$ cat src/rtl/gfx_err_monitor_pkg.sv
// Shared display width, channel-index type and counter-to-display mapping for gfx_err_monitor.
// Pure definitions: no state, no latency, no flow control.
package gfx_err_monitor_pkg;

  localparam int DISP_W   = 16;
  localparam int CH_IDX_W = 8;

  typedef logic [CH_IDX_W-1:0] ch_idx_t;

  // Callers zero-extend the counter to 64 bits, so narrow counters pass straight through.
  function automatic logic [DISP_W-1:0] to_disp16(input logic [63:0] cnt);
    logic [DISP_W-1:0] v;
    if (|cnt[63:DISP_W]) v = '1;
    else                 v = cnt[DISP_W-1:0];
    return v;
  endfunction

endpackage

$ cat src/rtl/gfx_err_monitor_chan.sv
// One saturating error counter; count visible one cycle after the event, no backpressure.
// GFX_ERR_MONITOR_EDGE_EN selects rising-edge events instead of level events.
module gfx_err_monitor_chan #(
  parameter int CNT_WIDTH = 16
) (
  input  logic                 clk,
  input  logic                 rst_n,
  input  logic                 err,
  input  logic                 clr,
  output logic [CNT_WIDTH-1:0] cnt,
  output logic                 sat,
  output logic                 evt
);

`ifdef GFX_ERR_MONITOR_EDGE_EN
  logic prev;

  // prev tracks the raw input even during clr so a held level is not recounted.
  always_ff @(posedge clk or negedge rst_n) begin
    if (!rst_n) prev <= 1'b0;
    else        prev <= err;
  end

  assign evt = err & ~prev;
`else
  assign evt = err;
`endif

  // The counter can only leave all-ones through clr, so this flag is sticky by construction.
  assign sat = &cnt;

  always_ff @(posedge clk or negedge rst_n) begin
    if (!rst_n) begin
      cnt <= '0;
    end else if (clr) begin
      cnt <= '0;
    end else if (evt && !sat) begin
      cnt <= cnt + CNT_WIDTH'(1);
    end
  end

endmodule

$ cat src/rtl/gfx_err_monitor.sv
// Error counter bank with a rotating 16-bit display; display lags a counted event by 2 cycles.
// No backpressure. GFX_ERR_MONITOR_EDGE_EN switches the channels to rising-edge events.
module gfx_err_monitor
  import gfx_err_monitor_pkg::*;
#(
  parameter int NUM_CH       = 2,
  parameter int CNT_WIDTH    = 16,
  parameter int DWELL_CYCLES = 25_000_000
) (
  input  logic                            clk,
  input  logic                            rst_n,
  input  logic [NUM_CH-1:0]               err_i,
  input  logic                            clr,
  input  logic                            disp_hold,
  output logic [($clog2(NUM_CH)|1)-1:0]   disp_ch,
  output logic [7:0]                      disp_hi,
  output logic [7:0]                      disp_lo,
  output logic [NUM_CH-1:0]               sat,
  output logic                            any_err
);

  localparam int                CH_W       = $clog2(NUM_CH) | 1;
  localparam int                DW_W       = $clog2(DWELL_CYCLES);
  localparam logic [DW_W-1:0]   DWELL_LAST = DW_W'(DWELL_CYCLES - 1);
  localparam ch_idx_t           CH_LAST    = ch_idx_t'(NUM_CH - 1);

  logic [CNT_WIDTH-1:0] cnt [NUM_CH];
  logic [NUM_CH-1:0]    evt;
  logic [DW_W-1:0]      dwell;
  ch_idx_t              ch_q;
  logic [CNT_WIDTH-1:0] sel_cnt;
  logic [DISP_W-1:0]    disp_q;

  for (genvar i = 0; i < NUM_CH; i++) begin : g_chan
    gfx_err_monitor_chan #(
      .CNT_WIDTH (CNT_WIDTH)
    ) u_chan (
      .clk   (clk),
      .rst_n (rst_n),
      .err   (err_i[i]),
      .clr   (clr),
      .cnt   (cnt[i]),
      .sat   (sat[i]),
      .evt   (evt[i])
    );
  end

  // Rotation deliberately ignores clr so the display cadence never jumps.
  always_ff @(posedge clk or negedge rst_n) begin
    if (!rst_n) begin
      dwell <= '0;
      ch_q  <= '0;
    end else if (!disp_hold) begin
      if (dwell == DWELL_LAST) begin
        dwell <= '0;
        ch_q  <= (ch_q == CH_LAST) ? '0 : ch_q + ch_idx_t'(1);
      end else begin
        dwell <= dwell + DW_W'(1);
      end
    end
  end

  always_comb begin
    sel_cnt = '0;
    for (int i = 0; i < NUM_CH; i++) begin
      if (ch_q == ch_idx_t'(i)) sel_cnt = cnt[i];
    end
  end

  always_ff @(posedge clk or negedge rst_n) begin
    if (!rst_n) disp_q <= '0;
    else        disp_q <= to_disp16(64'(sel_cnt));
  end

  // clr takes priority, so an event coinciding with clr never sets the flag.
  always_ff @(posedge clk or negedge rst_n) begin
    if (!rst_n)      any_err <= 1'b0;
    else if (clr)    any_err <= 1'b0;
    else if (|evt)   any_err <= 1'b1;
  end

  assign disp_ch = ch_q[CH_W-1:0];
  assign disp_hi = disp_q[15:8];
  assign disp_lo = disp_q[7:0];

endmodule

$ cat config.mk
export PLATFORM = sky130hd
export DESIGN_NAME = gfx_err_monitor
export DESIGN_NICKNAME = d
export VERILOG_FILES = /design/src/rtl/gfx_err_monitor_pkg.sv /design/src/rtl/gfx_err_monitor_chan.sv /design/src/rtl/gfx_err_monitor.sv
export SDC_FILE = /design/constraint.sdc
export NUM_CORES = 1
export LEC_CHECK = 0
export CELL_PAD_IN_SITES_DETAIL_PLACEMENT = 0
export CELL_PAD_IN_SITES_GLOBAL_PLACEMENT = 1
export CORE_UTILIZATION = 45
export CTS_BUF_LIST = sky130_fd_sc_hd__clkbuf_8
export DETAILED_ROUTE_END_ITERATION = 7
export GPL_TIMING_DRIVEN = 0
export PLACE_DENSITY_LB_ADDON = 0.1
export SETUP_SLACK_MARGIN = 0.4
export SYNTH_ARGS = -nofsm -noshare
export SYNTH_HDL_FRONTEND = slang
export SYNTH_SLANG_ARGS = --single-unit
$ cat constraint.sdc
create_clock -name clk -period 2.55 [get_ports clk]
set_input_delay 0.51 -clock clk [delete_from_list [all_inputs] [get_ports clk]]
set_output_delay 0.51 -clock clk [all_outputs]
set_load 0.02 [all_outputs]
==> impl_metrics.ini, run 1 <==
[clock_network]
cts_made_buffers = 9
cts_tree = yes
root_buffer = clkbuf_8
clk-insertion-delay-late_ns = 0.36
clk_pin_slew_ns = 0.09
htree_levels = 3
cts.sinks = 82
cts_buffer_depth = 2
cts_hold_buf = 0

[route]
drt.antenna.violating_nets = 0
routedWlPerCell_um = 17.7
drt_pass1_iterations = 4
vias = 3573
routed_wl_um = 10400
drcViolationCount = 0
drt-vias-per-instance = 6.07
drtIter0Drc = 197

[sta]
slew_headroom_pct = 61.0
period_minus_slack_ns = 2.29
setup_violations = 0
fmax_mhz = 437
hold_violations = 0
rsz0062_at_grt = yes
drv_slew = 0
worst_clock_skew_ns = 0.0120
tightest_slew_ns = 0.585
min_period_over_period_pct = 89.7

[pwr]
leakage_nw = 2.09
vdd_ir_drop_max_uv = 230
total_power_w = 0.00277
power_density_nw_per_um2 = 548

[worst_setup_path]
cp-end-kind = output port
crit_fanout = 3
cp.required_ns = 2.04
critPathKind = flip-flop to output port
start_kind = flip-flop
crit_arrival_ns = 1.78

[synthesis]
ys_top_cells_by_count = dfrtp_1, a21oi_1, nand2_1
synth_area_leaders = dfrtp_1, a21oi_1, a22o_1, o31ai_1, nand4_1
ys_types = 51
synth_enable_flop_cells = 0
yosysMostFrequentCell = dfrtp_1
syn_inst = 421
synth_top_cell_area_share_pct = 48.7
syn_nets = 433
syn_area_per_cell_um2 = 10.0
ys_warn_count = 0
yosys.area.top_type = dfrtp_1
ys_ff_latch = 82
ys_seq_area_share_pct = 48.7
synth_ff_type = dfrtp_1
netlist_area_um2 = 4210
synth-async-reset-ratio_pct = 100

[final_layout]
syn_to_final_growth_pct = 20.1
num-nets-final = 488
antenna_cells = 0
design_area_um2 = 5060
layout-drive-gt1-share_pct = 17.0

[outcome]
status = complete, no violations

[floorplanning]
die_height_um = 98.8
rows = 34
core-area_um2 = 8890
start_util_pct = 47.4
die_w_um = 98.8
io_pins = 26
dieArea_um2 = 9750

[global_routing]
grt_pass1_vias = 3538
grt_pass1_wl_um = 17700
overflow = 0
grtUsageTotal_pct = 23.2
grt_max_degree = 47
antenna_found_initial = 0

[placed_design]
gp_congestion = 0.765
portBuffers = 24
placed_area_um2 = 4610
hpwl_um = 7240

[hold_path]
hold_class = primary input to async pin

[flow_run]
drv_cap = 0
-- logic make-up (layout without fill, tap and decap cells) --
family	after synthesis	in the layout	synth area share, %
AO/OA/AOI/OAI	104	104	16.3
XOR/XNOR	17	17	3.53
adder cells (fa/ha/maj)	6	6	1.78
buffers and inverters	33	93	3.62
flip-flops	82	82	48.7
multiplexers	4	4	0.980
AND/OR/NAND/NOR	175	175	25.1
-- critical path, stage by stage (launching register included) --
cell and delay, ns:
dfrtp_1 0.40, ha_4 0.15, nand4_1 0.14, nor4_2 0.38, buf_4 0.18, buf_6 0.08
buf_6 0.10
-- per-stage QoR --
stage | setup WS (ns) | setup TNS (ns) | util, % | hold slack (ns) | cells
global route | 0.183 | 0 | 56.9 | 0.132 | 589
detailed placement | -0.361 | -0.361 | 51.9 | 0.493 | 554
global placement | -2.08 | -170.84 | 51.6 | 0.485 | 553
floorplan | 0.525 | 0 | - | 0.214 | 421
finish | 0.263 | 0 | 56.9 | 0.102 | 589
CTS | 0.204 | 0 | 55.9 | 0.126 | 584
-- layout make-up --
cell class,instances,area [um^2]
Sequential cell,82,2060
Tap cell,108,135
Inverter,11,41.3
Clock buffer,11,151
Buffer,22,129
Clock inverter,5,77.6
Multi-Input combinational cell,306,2060
Timing Repair Buffer,44,404
Fill cell,800,3830
-- where the power goes --
| group | switching (W) | internal [W] |
|---|---|---|
| logic | 0.000149 | 0.000108 |
| registers | 0.0000668 | 0.00135 |
| clock network | 0.000492 | 0.000603 |
-- path summary, 6_finish.rpt --
path | start | end | slack, ns | cells past startpoint
min in group clk | any_err | any_err | 0.51 | 2
max in group asynchronous | rst_n | g_chan[1].u_chan.cnt[13] | 1.82 | 2
worst min-delay path | rst_n | dwell[20] | 0.10 | 1
worst max-delay path | g_chan[0].u_chan.cnt[0] | sat[0] | 0.26 | 6
worst min register to register | any_err | any_err | 0.51 | 2
worst max register to register | dwell[7] | ch_q[5] | 0.55 | 5
-- sequential cells by signal (all words and copies together), names as in the netlist --
register	count
any_err	1
ch_q	8
disp_q	16
dwell	25
g_chan.u_chan.cnt	32
-- cell usage in the layout (no fill, tap or decap), drive strengths merged, types with 3 or more instances in the layout --
master,count
a21oi,34
a22o,19
and2,4
and3,10
and4,9
buf,31
clkbuf,25
clkdlybuf4s50,21
dfrtp,82
ha,6
inv,12
mux2i,3
nand2,23
nand3,20
nand4,19
nand4b,4
nor2,17
nor2b,5
nor3,13
nor4,7
o211ai,5
o21ai,20
o31ai,16
or2,3
or3,18
or4,16
xnor2,6
xor2,11
-- metal layers --
layer	GRT usage (%)	vias to the layer above	part of all wire (%)
met4	7.81	0	1.2
li1	-	1715	-
met3	3.19	11	2.5
met1	31.2	1789	47
met5	0	-	0
met2	38.9	58	49
-- what timing repair did --
action,in CTS,in global routing
gates resized for setup,18,20
pin swaps,9,3
setup endpoints to repair,26,28
hold endpoints to repair,0,0
setup buffers,14,5
(Power assumes the default switching activity.)
==> run 2, diff against run 1 <==
--- a/config.mk
+++ b/config.mk
@@ -8,7 +8,6 @@
 export CELL_PAD_IN_SITES_DETAIL_PLACEMENT = 0
 export CELL_PAD_IN_SITES_GLOBAL_PLACEMENT = 1
 export CORE_UTILIZATION = 45
-export CTS_BUF_LIST = sky130_fd_sc_hd__clkbuf_8
 export DETAILED_ROUTE_END_ITERATION = 7
 export GPL_TIMING_DRIVEN = 0
 export PLACE_DENSITY_LB_ADDON = 0.1
==> constraint.sdc (replaced) <==
create_clock -name clk -period 2.8 [get_ports clk]
set_input_delay 0.56 -clock clk [delete_from_list [all_inputs] [get_ports clk]]
set_output_delay 0.56 -clock clk [all_outputs]
set_load 0.02 [all_outputs]
==> impl_metrics.ini, run 2 (synthesized netlist as in run 1, its figures left out) <==
[sta]
fin_ws_ns = 0.408
rsz0062_at_grt = yes
fmax_mhz = 418
period_minus_slack_ns = 2.39
tightest_slew_ns = 0.843
slew_headroom_pct = 43.2
finalSetupTns_ns = 0
drv_slew = 0
worst_clock_skew_ns = 0.0119
hold_violations = 0
setup_violations = 0
min_period_over_period_pct = 85.4

[clock_network]
cts_tree = yes
cts.sinks = 82
cts_made_buffers = 9
cts_hold_buf = 0
root_buffer = clkbuf_8
clk-insertion-delay-late_ns = 0.35
cts_buffer_depth = 2
htree_levels = 3
clk_pin_slew_ns = 0.09

[global_routing]
overflow = 0
antenna_found_initial = 0
grt_pass1_vias = 3550
grt_max_degree = 47
grtUsageTotal_pct = 23.2
grt_pass1_wl_um = 17700

[floorplanning]
dieArea_um2 = 9750
io_pins = 26
rows = 34
core-area_um2 = 8890
die_w_um = 98.8
die_height_um = 98.8
start_util_pct = 47.4

[route]
drt.antenna.violating_nets = 0
drt-vias-per-instance = 6.10
routedWlPerCell_um = 17.8
vias = 3568
routed_wl_um = 10400
drcViolationCount = 0
drt_pass1_iterations = 4
drtIter0Drc = 196

[final_layout]
nFillCells = 805
syn_to_final_growth_pct = 18.5
multi_input_area_um2 = 2040
num-nets-final = 484
largest_register_ffs = 32
stdcell_count = 585
final_cell_mix = dfrtp_1, a21oi_1, nand2_1
design_area_um2 = 4990
regMostFlops = g_chan.u_chan.cnt
seqCellArea_um2 = 2050
reg_top3 = g_chan.u_chan.cnt: 32 flops, dwell: 25 flops, disp_q: 16 flops
layout-drive-gt1-share_pct = 14.3
layout_commonest_cell = dfrtp_1
antenna_cells = 0

[outcome]
status = complete, no violations

[worst_setup_path]
reg2regPathDepth = 6
cp.required_ns = 2.24
crit_fanout = 4
crit_arrival_ns = 1.83
start_kind = flip-flop
cp-end-kind = output port
critPathKind = flip-flop to output port

[pwr]
leakage_nw = 2.04
power_density_nw_per_um2 = 506
total_power_w = 0.00253
vdd_ir_drop_max_uv = 204

[placed_design]
placed_area_um2 = 4610
portBuffers = 24
gp_congestion = 0.765
placedCellCount = 554
hpwl_um = 7240
dp_slack_ns = -0.161

[flow_run]
drv_cap = 0

[hold_path]
hold_class = primary input to async pin
==> run 2: cell types whose count changed in the layout (fill, tap and decap cells not counted), moves of 2 or more <==
cell,before,now
clkbuf_1,8,13
clkbuf_2,5,1
dfrtp_1,76,80
dfrtp_2,6,2
buf_4,23,21
buf_6,4,2
==> run 2: path summary, 6_finish.rpt <==
path	start	end	slack, ns
max in group asynchronous	rst_n	disp_q[1]	2.04
setup reg to reg	ch_q[4]	ch_q[6]	0.57
min in group clk	any_err	any_err	0.51
setup / recovery	g_chan[0].u_chan.cnt[1]	sat[0]	0.41
hold reg to reg	any_err	any_err	0.51
hold / removal	rst_n	dwell[20]	0.16
==> run 2: worst max-delay path, stage by stage (launching register included) <==
cell,delay [ns]
dfrtp_1,0.40
ha_4,0.16
nand4_1,0.16
nor4_2,0.38
buf_4,0.17
buf_4,0.09
buf_4,0.12
==> run 2: power by group <==
| group | total [W] | switching (W) | internal, W |
|---|---|---|---|
| Combinational | 0.000232 | 0.000135 | 0.0000969 |
| Clock | 0.00100 | 0.000451 | 0.000553 |
| Sequential | 0.00129 | 0.0000608 | 0.00123 |
==> run 2: what timing repair did <==
item,4_1_cts,5_1_grt
pin swaps,7,4
endpoints found under the setup margin,11,13
setup buffers,12,3
resized for setup,15,7
==> run 2: metal layers <==
layer  track usage (%)  part of all wire (%)
met1              31.1                    48
met2              38.7                    48
met3              2.98                   2.4
met4              8.15                   1.3
met5                 0                     0
==> run 2: final cells by class <==
cell class	count	area share, %
flip-flops and latches	82	41.2
plain buffers	22	2.41
repair buffers	40	7.54
multi-input cells	306	40.8
inverters	11	0.827
clock inverters	4	1.48
well taps	108	2.71
clock buffers	12	3.11
==> run 2: per-stage QoR <==
step	util (%)	hold WS (ns)
4_1_cts	55.8	0.176
5_1_grt	56.1	0.185
3_5_place_dp	51.9	0.493
3_3_place_gp	51.6	0.485
6_report	56.1	0.158
2_1_floorplan	-	0.264
